**src/rtl/counter_down_sync_16_pkg.sv**
```systemverilog
// -----------------------------------------------------------------------------
// counter_down_sync_16_pkg
// Shared definitions for the counter library: default counter and prescaler
// widths (common to the up- and down-counter family) and the IDLE/RUN state
// encoding used by the loadable counters.
// -----------------------------------------------------------------------------
package counter_down_sync_16_pkg;

    localparam int unsigned CNT_WIDTH_DEFAULT  = 16;
    localparam int unsigned PRESCALE_W_DEFAULT = 8;

    typedef enum logic [0:0] {
        ST_IDLE = 1'b0,
        ST_RUN  = 1'b1
    } cnt_state_e;

endpackage : counter_down_sync_16_pkg

```
**src/rtl/counter_down_sync_16_tick_prescaler.sv**
```systemverilog
// -----------------------------------------------------------------------------
// tick_prescaler
// Divides enabled cycles by P+1: tick_o is high on the enabled cycle in which
// the internal count equals prescale_i, and the count then wraps to zero.
// A low enable_i freezes the count. clear_i forces the count back to zero.
//
// Ports:
//   clk_i       clock, all logic on the rising edge
//   reset_i     synchronous active-high reset
//   clear_i     synchronous clear of the prescale count
//   enable_i    count enable
//   prescale_i  divider value P (tick every P+1 enabled cycles)
//   tick_o      tick strobe, valid in the same cycle as the matching count
// -----------------------------------------------------------------------------
module tick_prescaler
    import counter_down_sync_16_pkg::*;
#(
    parameter int unsigned PRESCALE_W = PRESCALE_W_DEFAULT
) (
    input  logic                  clk_i,
    input  logic                  reset_i,
    input  logic                  clear_i,
    input  logic                  enable_i,
    input  logic [PRESCALE_W-1:0] prescale_i,
    output logic                  tick_o
);

    localparam logic [PRESCALE_W-1:0] PCNT_ZERO = {PRESCALE_W{1'b0}};
    localparam logic [PRESCALE_W-1:0] PCNT_ONE  = PRESCALE_W'(1'b1);

    logic [PRESCALE_W-1:0] pcnt_q;
    logic [PRESCALE_W-1:0] pcnt_d;
    logic                  tick_s;

    // Next prescale count and tick decode.
    always_comb begin
        pcnt_d = pcnt_q;
        tick_s = 1'b0;
        if (clear_i) begin
            pcnt_d = PCNT_ZERO;
        end else if (enable_i) begin
            if (pcnt_q == prescale_i) begin
                tick_s = 1'b1;
                pcnt_d = PCNT_ZERO;
            end else begin
                pcnt_d = pcnt_q + PCNT_ONE;
            end
        end else begin
            pcnt_d = pcnt_q;
        end
    end

    // Prescale count register.
    always_ff @(posedge clk_i) begin
        if (reset_i) begin
            pcnt_q <= PCNT_ZERO;
        end else begin
            pcnt_q <= pcnt_d;
        end
    end

    assign tick_o = tick_s;

endmodule : tick_prescaler

```
**src/rtl/counter_down_sync_16.sv**
```systemverilog
// -----------------------------------------------------------------------------
// counter_down_sync_16
// Loadable down counter / timer. A start value is accepted through a
// valid/ready handshake while IDLE; in RUN the count decrements on each
// prescaled tick. A tick at zero is the terminal tick: tc_o pulses for one
// cycle afterwards and the counter either reloads (periodic) or stops in IDLE
// holding zero (one-shot). abort_i returns to IDLE, holding the count and
// suppressing any coincident terminal pulse.
//
// Ports:
//   clk_i         clock, all logic on the rising edge
//   reset_i       synchronous active-high reset (priority over everything)
//   load_valid_i  load request
//   load_ready_o  load can be accepted (IDLE)
//   load_value_i  start/reload value, sampled on acceptance
//   periodic_i    1: reload at terminal, 0: one-shot; sampled on acceptance
//   prescale_i    tick divider P, sampled on acceptance
//   enable_i      count enable; low freezes prescaler and count
//   abort_i       stop counting and return to IDLE
//   q_o           current count
//   busy_o        counting (RUN)
//   tc_o          one-cycle terminal-count pulse
// -----------------------------------------------------------------------------
module counter_down_sync_16
    import counter_down_sync_16_pkg::*;
#(
    parameter int unsigned WIDTH      = CNT_WIDTH_DEFAULT,
    parameter int unsigned PRESCALE_W = PRESCALE_W_DEFAULT
) (
    input  logic                  clk_i,
    input  logic                  reset_i,
    input  logic                  load_valid_i,
    output logic                  load_ready_o,
    input  logic [WIDTH-1:0]      load_value_i,
    input  logic                  periodic_i,
    input  logic [PRESCALE_W-1:0] prescale_i,
    input  logic                  enable_i,
    input  logic                  abort_i,
    output logic [WIDTH-1:0]      q_o,
    output logic                  busy_o,
    output logic                  tc_o
);

    localparam logic [WIDTH-1:0]      Q_ZERO  = {WIDTH{1'b0}};
    localparam logic [WIDTH-1:0]      Q_ONE   = WIDTH'(1'b1);
    localparam logic [PRESCALE_W-1:0] PS_ZERO = {PRESCALE_W{1'b0}};

    cnt_state_e            state_q,    state_d;
    logic [WIDTH-1:0]      q_q,        q_d;
    logic [WIDTH-1:0]      reload_q,   reload_d;
    logic                  periodic_q, periodic_d;
    logic [PRESCALE_W-1:0] prescale_q, prescale_d;
    logic                  tc_q,       tc_d;

    logic                  load_accept_s;
    logic                  pre_enable_s;
    logic                  tick_s;

    assign load_accept_s = load_valid_i & (state_q == ST_IDLE);
    assign pre_enable_s  = enable_i & (state_q == ST_RUN);

    tick_prescaler #(
        .PRESCALE_W (PRESCALE_W)
    ) u_tick_prescaler (
        .clk_i      (clk_i),
        .reset_i    (reset_i),
        .clear_i    (load_accept_s),
        .enable_i   (pre_enable_s),
        .prescale_i (prescale_q),
        .tick_o     (tick_s)
    );

    // Next-state, count and terminal-pulse logic.
    always_comb begin
        state_d    = state_q;
        q_d        = q_q;
        reload_d   = reload_q;
        periodic_d = periodic_q;
        prescale_d = prescale_q;
        tc_d       = 1'b0;
        case (state_q)
            ST_IDLE: begin
                if (load_valid_i) begin
                    q_d        = load_value_i;
                    reload_d   = load_value_i;
                    periodic_d = periodic_i;
                    prescale_d = prescale_i;
                    state_d    = ST_RUN;
                end else begin
                    state_d    = ST_IDLE;
                end
            end
            ST_RUN: begin
                // Abort outranks a coincident tick, so no tc and Q holds.
                if (abort_i) begin
                    state_d = ST_IDLE;
                end else if (tick_s) begin
                    if (q_q != Q_ZERO) begin
                        q_d = q_q - Q_ONE;
                    end else begin
                        tc_d = 1'b1;
                        if (periodic_q) begin
                            q_d = reload_q;
                        end else begin
                            state_d = ST_IDLE;
                        end
                    end
                end else begin
                    state_d = ST_RUN;
                end
            end
            default: begin
                state_d = ST_IDLE;
            end
        endcase
    end

    // State, count, captured-configuration and tc registers.
    always_ff @(posedge clk_i) begin
        if (reset_i) begin
            state_q    <= ST_IDLE;
            q_q        <= Q_ZERO;
            reload_q   <= Q_ZERO;
            periodic_q <= 1'b0;
            prescale_q <= PS_ZERO;
            tc_q       <= 1'b0;
        end else begin
            state_q    <= state_d;
            q_q        <= q_d;
            reload_q   <= reload_d;
            periodic_q <= periodic_d;
            prescale_q <= prescale_d;
            tc_q       <= tc_d;
        end
    end

    // Handshake/status decode straight from the state register.
    assign load_ready_o = (state_q == ST_IDLE);
    assign busy_o       = (state_q == ST_RUN);
    assign q_o          = q_q;
    assign tc_o         = tc_q;

endmodule : counter_down_sync_16

```
**config.mk**
```make
export PLATFORM = sky130hd
export DESIGN_NAME = counter_down_sync_16
export DESIGN_NICKNAME = d
export VERILOG_FILES = /design/src/rtl/counter_down_sync_16_pkg.sv /design/src/rtl/counter_down_sync_16_tick_prescaler.sv /design/src/rtl/counter_down_sync_16.sv
export SDC_FILE = /design/constraint.sdc
export NUM_CORES = 1
export LEC_CHECK = 0
export ABC_CLOCK_PERIOD_IN_PS = 5800
export CAP_MARGIN = 10
export CELL_PAD_IN_SITES_DETAIL_PLACEMENT = 0
export CELL_PAD_IN_SITES_GLOBAL_PLACEMENT = 1
export CORE_AREA = 2 2 98 100
export DETAILED_ROUTE_END_ITERATION = 7
export DIE_AREA = 0 0 100 102
export DONT_BUFFER_PORTS = 1
export GPL_ROUTABILITY_DRIVEN = 0
export HOLD_SLACK_MARGIN = 0.02
export PLACE_DENSITY_LB_ADDON = 0.1
export SLEW_MARGIN = 20
export SYNTH_ARGS = -nofsm -noshare
export SYNTH_HDL_FRONTEND = slang
export SYNTH_SLANG_ARGS = --single-unit
```
**constraint.sdc**
```tcl
create_clock -name clk_i -period 5.8 [get_ports clk_i]
set_clock_uncertainty 0.05 [all_clocks]
set_input_delay 1.16 -clock clk_i [delete_from_list [all_inputs] [get_ports clk_i]]
set_output_delay 1.16 -clock clk_i [all_outputs]
set_load 0.01 [all_outputs]
```
## After elaboration in Yosys (flattened, before gate mapping)

Cells that the tools add are included.

- Flip-flop bits (word level): 51
- Input port bits: 30
- Logic and storage cells: 40

- $add $sub $neg: 2
- Eq/ne operators: 5
- Multiplexer cells: 17
- Bitwise operators: 4
- Reductions and logical operators: 5

Operators with widths:

| kind | number |
|---|---|
| 16-bit two-way mux | 5 |
| 16-bit one-hot mux with 2 select lines | 1 |
| 16-bit nonzero test | 1 |
| 16-bit by 1-bit subtractor with 16-bit output, second input constant | 1 |
| 1-bit two-way mux | 9 |
| 8-bit by 1-bit adder with 8-bit output, second input constant | 1 |
| 8-bit == test | 1 |
| 8-bit two-way mux | 1 |
| 2-bit inequality test, second input constant | 2 |
| 4-bit AND reduction | 1 |
| 4-bit OR reduction | 1 |
| 3-bit by 1-bit inequality test with 1-bit output, second input constant | 1 |
| 1-bit AND | 2 |
| 2-bit by 1-bit inequality test with 1-bit output, second input constant | 1 |
| 1-bit inverter | 2 |
| 1-bit one-hot mux with 2 select lines | 1 |
| 2-bit AND reduction | 1 |
| 2-bit OR reduction | 1 |

## Longest topological paths before layout

Gate-level depths: netlist (run 1).

- Word-level depth: 7
- Depth in mapped cells: 9

## Cells and area by module

From an unflattened synthesis (run 1), not the netlist that was laid out.

- Cell total of the unflattened synthesis: 327
- Area total of the unflattened synthesis: 2697.6 µm²

Modules (own cells, without submodules):

| module | instances | cells each | area an instance (µm²) | seq. area each (µm²) |
|---|---|---|---|---|
| counter_down_sync_16 | 1 | 279 | 2255.9 | 860.8 |
| tick_prescaler | 1 | 48 | 441.7 | 160.2 |

## Least setup slack after synthesis (run 1)

OpenSTA, ideal clock, no wires.

- Path kind: input to register
- Start: in abort_i
- End: reg q_q[9] (netlist: q_o[9])
- Data arrival time: 2.322 ns
- Data required time: 5.670 ns
- Slack: 3.348 ns
- Stages on the path: 7
- Path buffers: 1
- Path through: nand2b_1 nor3_1 o2111ai_4 nand2_4 buf_6 nor2_1 a211oi_2

- Word-level cells in the longest chain between the ends: 2

RTL lines:

| item | line | text |
|---|---|---|
| start, declared | counter_down_sync_16.sv:38 | `input logic abort_i,` |
| 2-bit inequality test (no line) | -- |  |
| 4-bit AND reduction (no line) | -- |  |
| end signal, assigned | counter_down_sync_16.sv:129 | `q_q <= q_d;` |
| end, declared | counter_down_sync_16.sv:49 | `logic [WIDTH-1:0] q_q, q_d;` |

Every way passes these cells.
A chain may end at the register's enable or synchronous reset.

## Worst setup path after layout (run 1)

- Start: reg state_q (netlist: busy_o)
- End: out load_ready_o

- Word-level cells in the longest chain between the ends: 1

RTL lines:

| item | line | text |
|---|---|---|
| start, declared | counter_down_sync_16.sv:48 | `cnt_state_e state_q, state_d;` |
| start signal, assigned | counter_down_sync_16.sv:128 | `state_q <= state_d;` |
| 1-bit inverter (no line) | -- |  |
| end, declared | counter_down_sync_16.sv:33 | `output logic load_ready_o,` |

Every way passes these cells.

==> impl_metrics.ini, run 1 <==
[floorplan]
die-area_mm2 = 0.0102
start_util = 0.293
core_mm2 = 0.00911
rows = 35
die_width_um = 100
die_h_um = 102
io_pins = 49

[sta]
grt_setup_unrepaired = no
max_freq_ghz = 0.343
slew_headroom = 0.434
min_period_ns = 2.92
finalSetupViolCount = 0
period_share = 0.503
tightest_slew_ns = 0.848
setup-tns-final_ns = 0
drv_slew = 0
hold_violations = 0

[clock_network]
cts-root-buf = clkbuf_8
clockBufferDepth = 2
cts_buffers = 5
cts_tree = built
post_cts_buffers = 0
clk_pin_slew_ns = 0.10
insertion_delay_ns = 0.31
cts_hold_buf = 0
cts_sinks = 51
htreeDepth = 2
cts_resized = 0

[setup_path]
crit_chain = inv_1
worstPathArrival_ns = 1.71
slowest_delay_ns = 0.89
crit_buf_inv = 1
cp-end-kind = primary output
startpoint_type = register
cp.required_ns = 4.59
critPathTopFamily = flip-flops
reg2regPathDepth = 5
critical_path_class = register to primary output
crit_fanout = 17
cp.depth = 1
critPathSlowestCell = dfxtp_1

[place]
placed_cells = 422
portBuffers = 0
dpl.hpwl_um = 4980

[global_routing]
track_usage = 0.147
grt_antenna_before_repair = 0
grt_max_degree = 45
grt_pass1_wl_um = 11400
grt_overflow = 0
first_global_vias = 2101

[yosys]
synthCells = 328
yosysSeqAreaShare = 0.383
synth-main-ff-cell = dfxtp_1
yosysWarnings = 0
synth_edf_count = 0
ys_types = 43
synth-seq-cells = 51
syn_nets = 361
async_flop_share = 0
syn_area_mm2 = 0.00267
avgSynthCellArea_um2 = 8.14

[layout]
n_antenna_cell = 0
final_util = 0.310
fin_nets = 351
drive_gt1_frac = 0.100
instances_no_fill = 430
layout-area-overhead-vs-synth_pct = 5.77

[flow_run]
maxCapViolCount = 0

[power_and_ir_drop]
power_leakage_nw = 1.03
powerDensity_mw_per_mm2 = 269
vdd_drop_max_uv = 90.2

[detailed_routing]
firstDrtPassIters = 4
ant_nets = 0
drt-total-wl_um = 7070
wl_per_cell_um = 16.4
vias = 2169
viasPerCell = 5.04
drt_iter0_markers = 89
drc = 0

[run_status]
outcome = finished clean

[worst_hold_path]
hp-class = register to register
hold-path-cell-count = 2
[flip-flops by register name (all words and copies together), names as in the netlist]
register,cells
q_o,16
reload_q,16
prescale_q,8
u_tick_prescaler.pcnt_q,8
busy_o,1
periodic_q,1
tc_o,1
[area by class of cell]
class	instances	area (µm²)
multi-input combinational	255	1550
sequential	51	1020
fill	1009	6290
clock buffer	6	72.6
timing repair buffer	2	15.0
inverter	3	11.3
clock inverter	2	12.5
tap	111	139
[power breakdown]
part,leakage [nW],total [mW],internal [mW],switching (mW)
Combinational,0.569,0.145,0.0596,0.0852
Clock,0.0412,0.207,0.0847,0.122
Sequential,0.419,0.409,0.372,0.0371
Total,1.03,0.760,0.516,0.244
[layout by cell type (no fill, tap or decap), drive strengths merged]
cell | synthesis | layout
or3 | 1 | 1
nor3 | 9 | 9
nand3 | 7 | 7
nand4 | 4 | 4
o211ai | 6 | 6
clkinv | 0 | 1
buf | 4 | 2
mux2i | 3 | 3
dfxtp | 51 | 51
nand2 | 75 | 75
nand3b | 1 | 1
nor4b | 1 | 1
inv | 3 | 3
nor3b | 2 | 2
a211oi | 5 | 5
o22a | 4 | 4
o2111ai | 1 | 1
nor2b | 2 | 2
ha | 3 | 3
o21ai | 4 | 4
a2bb2oi | 1 | 1
a31oi | 1 | 1
clkinvlp | 0 | 1
and3 | 1 | 1
or2 | 1 | 1
nor2 | 39 | 39
nor4 | 7 | 7
nand4b | 1 | 1
clkbuf | 15 | 6
a21oi | 37 | 37
and4 | 1 | 1
and2 | 2 | 2
xnor2 | 6 | 6
nand2b | 1 | 1
xor2 | 22 | 22
a311oi | 7 | 7
[cells by family after synthesis]
kind of cell / count (synthesis) / share of synthesized area
muxes: 3 / 0.0113
DFF: 51 / 0.383
adders and majority gates: 3 / 0.0141
xor gates and xnor gates: 28 / 0.0919
buffers and inverters: 22 / 0.0370
AOI/OAI and AO/OA: 66 / 0.185
and+or+nand+nor: 155 / 0.278
[cell usage after synthesis, types with 4 or more instances]
cell type | instances | share of area
a211oi_2 | 5 | 0.023
a21oi_1 | 37 | 0.069
a311oi_2 | 7 | 0.039
clkbuf_1 | 15 | 0.021
dfxtp_1 | 51 | 0.38
nand2_1 | 74 | 0.10
nand3_1 | 6 | 0.011
nor2_1 | 39 | 0.055
nor3_1 | 8 | 0.015
nor4_1 | 4 | 0.0094
o211ai_1 | 6 | 0.017
o21ai_0 | 4 | 0.0075
o22a_1 | 4 | 0.013
xnor2_1 | 6 | 0.020
xor2_1 | 22 | 0.072
[final timing paths]
check,slack [ns],endpoint,start
min,0.40,reload_q[6],reload_q[6]
max reg2reg,2.90,q_o[14],busy_o
max,2.88,load_ready_o,busy_o
min reg2reg,0.40,reload_q[6],reload_q[6]
[layer usage]
layer,routed length (µm),share of wire,global-route usage,vias up
met5,0,0,0,-
li1,-,-,-,1111
met4,40,0.0057,0.0379,0
met3,455,0.064,0.0431,2
met1,3430,0.49,0.200,1011
met2,3140,0.44,0.228,45
[stage by stage]
stage	area, µm²	setup WS [ns]	hold WS [ns]	power, mW
finish	2820	2.88	0.404	0.760
global route	2820	2.60	0.429	0.815
CTS	2820	2.81	0.405	0.779
detailed placement	2740	2.82	0.390	0.565
global placement	2740	2.91	0.388	0.564
floorplan	2670	3.35	0.383	0.535
Note: power is estimated with default switching activity, not from simulation.
==> run 2, diff against run 1 <==
--- a/config.mk
+++ b/config.mk
@@ -5,13 +5,14 @@
 export SDC_FILE = /design/constraint.sdc
 export NUM_CORES = 1
 export LEC_CHECK = 0
-export ABC_CLOCK_PERIOD_IN_PS = 5800
+export ABC_AREA = 1
+export ABC_CLOCK_PERIOD_IN_PS = 2800
 export CAP_MARGIN = 10
 export CELL_PAD_IN_SITES_DETAIL_PLACEMENT = 0
 export CELL_PAD_IN_SITES_GLOBAL_PLACEMENT = 1
-export CORE_AREA = 2 2 98 100
+export CORE_AREA = 2 2 104 106
 export DETAILED_ROUTE_END_ITERATION = 7
-export DIE_AREA = 0 0 100 102
+export DIE_AREA = 0 0 106 108
 export DONT_BUFFER_PORTS = 1
 export GPL_ROUTABILITY_DRIVEN = 0
 export HOLD_SLACK_MARGIN = 0.02
==> constraint.sdc (replaced) <==
create_clock -name clk_i -period 2.8 [get_ports clk_i]
set_clock_uncertainty 0.05 [all_clocks]
set_input_delay 0.56 -clock clk_i [delete_from_list [all_inputs] [get_ports clk_i]]
set_output_delay 0.56 -clock clk_i [all_outputs]
set_load 0.01 [all_outputs]
==> impl_metrics.ini, run 2 <==
[yosys]
yosys.area.top_type = dfxtp_1
synth-main-ff-cell = dfxtp_1
ys_types = 29
syn_area_mm2 = 0.00306
synthCells = 495
async_flop_share = 0
synth-seq-cells = 51
synthTopCellsByCount = nand2_1 (145), nand3_1 (76), nor2_1 (67), inv_1 (60), dfxtp_1 (51)
yosysSeqAreaShare = 0.334
avgSynthCellArea_um2 = 6.17
synthTopCellsByArea = dfxtp_1 (33%), nand2_1 (18%), nand3_1 (12%), nor2_1 (8.2%), inv_1 (7.4%)
syn_nets = 528
yosysTopAreaCellShare = 0.334
synthMostInstantiatedCell = nand2_1
yosysWarnings = 0
synth_edf_count = 0

[setup_path]
startpoint_type = register
worstPathArrival_ns = 2.32
slowest_delay_ns = 0.48
crit_buf_inv = 3
crit_fanout = 15
crit_start = busy_o
crit_path_frequent_cell = nor2_1
cp-end-kind = register
critPathSlowestCell = a21oi_2
crit_chain = buf_4, inv_1, nand2_2, clkinv_1, a21oi_2, nor2_1, nor2_1
critical_path_class = register to register
critPathTopFamily = buffers and inverters
cp.required_ns = 3.00
reg2reg_from = busy_o

[clock_network]
cts-root-buf = clkbuf_8
cts_sinks = 51
cts_resized = 0
cts_hold_buf = 0
post_cts_buffers = 0
insertion_delay_ns = 0.31
cts_buffers = 5
cts_tree = built
clk_pin_slew_ns = 0.11
htreeDepth = 2
clockBufferDepth = 2

[layout]
n_antenna_cell = 0
nFillCells = 1137
final_common_cell = nand2_1
layout_common_cells = nand2_1 (145), nand3_1 (76), nor2_1 (67), inv_1 (60), dfxtp_1 (51)
final_util = 0.319
fin_nets = 523
drive_gt1_frac = 0.0692
layout-area-overhead-vs-synth_pct = 6.80

[power_and_ir_drop]
powerDensity_mw_per_mm2 = 562
p_comb_frac = 0.251
p_sw_frac = 0.350
pwr-share-clk = 0.295
power.internal_mw = 1.19
seqPwrFrac = 0.454
power_leakage_nw = 1.52
p_switching_mw = 0.643
vdd_drop_max_uv = 295

[sta]
drv_slew = 0
hold_violations = 0
setup-tns-final_ns = 0
min_period_ns = 2.12
tightest_slew_ns = 0.603
grt_setup_unrepaired = no
slew_headroom = 0.598
period_share = 0.757
max_freq_ghz = 0.472
layout_setup_ws_ns = 0.681
finalSetupViolCount = 0

[detailed_routing]
viasPerCell = 4.63
drt_iter0_markers = 148
drc = 0
wl_per_cell_um = 14.9
drt-total-wl_um = 9370
ant_nets = 0
firstDrtPassIters = 4
vias = 2901

[place]
pre_cts_slack_ns = 0.657
portBuffers = 0
dpl.hpwl_um = 6810

[floorplan]
start_util = 0.299
rows = 37
core_mm2 = 0.0102
io_pins = 49
die-area_mm2 = 0.0114
die_h_um = 108
die_width_um = 106

[flow_run]
maxCapViolCount = 0

[global_routing]
grt_max_degree = 26
grt_pass1_wl_um = 14900
grt_antenna_before_repair = 0
track_usage = 0.168
first_global_vias = 2796
grt_overflow = 0

[run_status]
outcome = finished clean

[worst_hold_path]
hp-class = input pin to register
min-delay-start = reset_i
-- run 2: cell types whose count changed in the layout (fill, tap and decap cells not counted), moves of 6 or more --
cell / change
a21oi_1: -28
a311oi_2: -7
buf_4: +7
inv_1: +57
nand2_1: +71
nand3_1: +70
nor2_1: +28
o211ai_1: -6
o21ai_0: +23
xor2_1: -18
-- run 2: path summary, 6_finish.rpt --
path              slack, ns           to  cells past startpoint
setup / recovery       0.68       q_o[8]                      7
hold / removal         0.26  reload_q[3]                      1
setup reg to reg       0.68       q_o[8]                      7
hold reg to reg        0.42  reload_q[1]                      2
-- run 2: worst reg2reg max path: cells and delay by family, from the launching register on --
kind	cells	cell delay, ns
buffers and inverters	3	0.62
flip-flops	1	0.34
AND/OR/NAND/NOR	3	0.56
AO/OA/AOI/OAI	1	0.48
-- run 2: metal layers --
| metal | vias to the layer above | track usage | share of wire |
|---|---|---|---|
| met3 | 8 | 0.0380 | 0.059 |
| met5 | - | 0 | 0 |
| met2 | 59 | 0.272 | 0.45 |
| met1 | 1297 | 0.224 | 0.48 |
| li1 | 1537 | - | - |
| met4 | 0 | 0.0489 | 0.0090 |
-- run 2: area by class of cell --
class | count | area [µm²] | share of cell area
clock inverter | 3 | 43.8 | 0.0134
tap | 136 | 170 | 0.0521
multi-input combinational | 361 | 1660 | 0.508
sequential | 51 | 1020 | 0.313
timing repair buffer | 9 | 67.6 | 0.0207
inverter | 62 | 233 | 0.0713
clock buffer | 5 | 68.8 | 0.0211
-- run 2: logic make-up after synthesis --
logic type | after synthesis | share of synthesized area
flops | 51 | 0.334
compound gates | 43 | 0.0790
fa+ha+maj | 3 | 0.0123
simple gates | 309 | 0.434
xor+xnor | 6 | 0.0172
buf+inv | 83 | 0.123
-- run 2: stage by stage --
step / cell area (µm²) / instances / total power, mW / hold slack [ns]
final: 3260 / 627 / 1.84 / 0.256
after global routing: 3260 / 627 / 1.96 / 0.238
after floorplan: 3060 / 495 / 1.20 / 0.394
after detailed placement: 3150 / 619 / 1.32 / 0.404
after global placement: 3150 / 619 / 1.32 / 0.400
after CTS: 3260 / 627 / 1.86 / 0.245
-- run 2: power by group through the flow --
stage | Sequential [mW] | Clock [mW] | Combinational, mW
2_1_floorplan | 0.835 | 0 | 0.364
3_3_place_gp | 0.851 | 0 | 0.471
3_5_place_dp | 0.852 | 0 | 0.466
4_1_cts | 0.835 | 0.562 | 0.468
5_1_grt | 0.842 | 0.586 | 0.533
6_report | 0.834 | 0.541 | 0.461
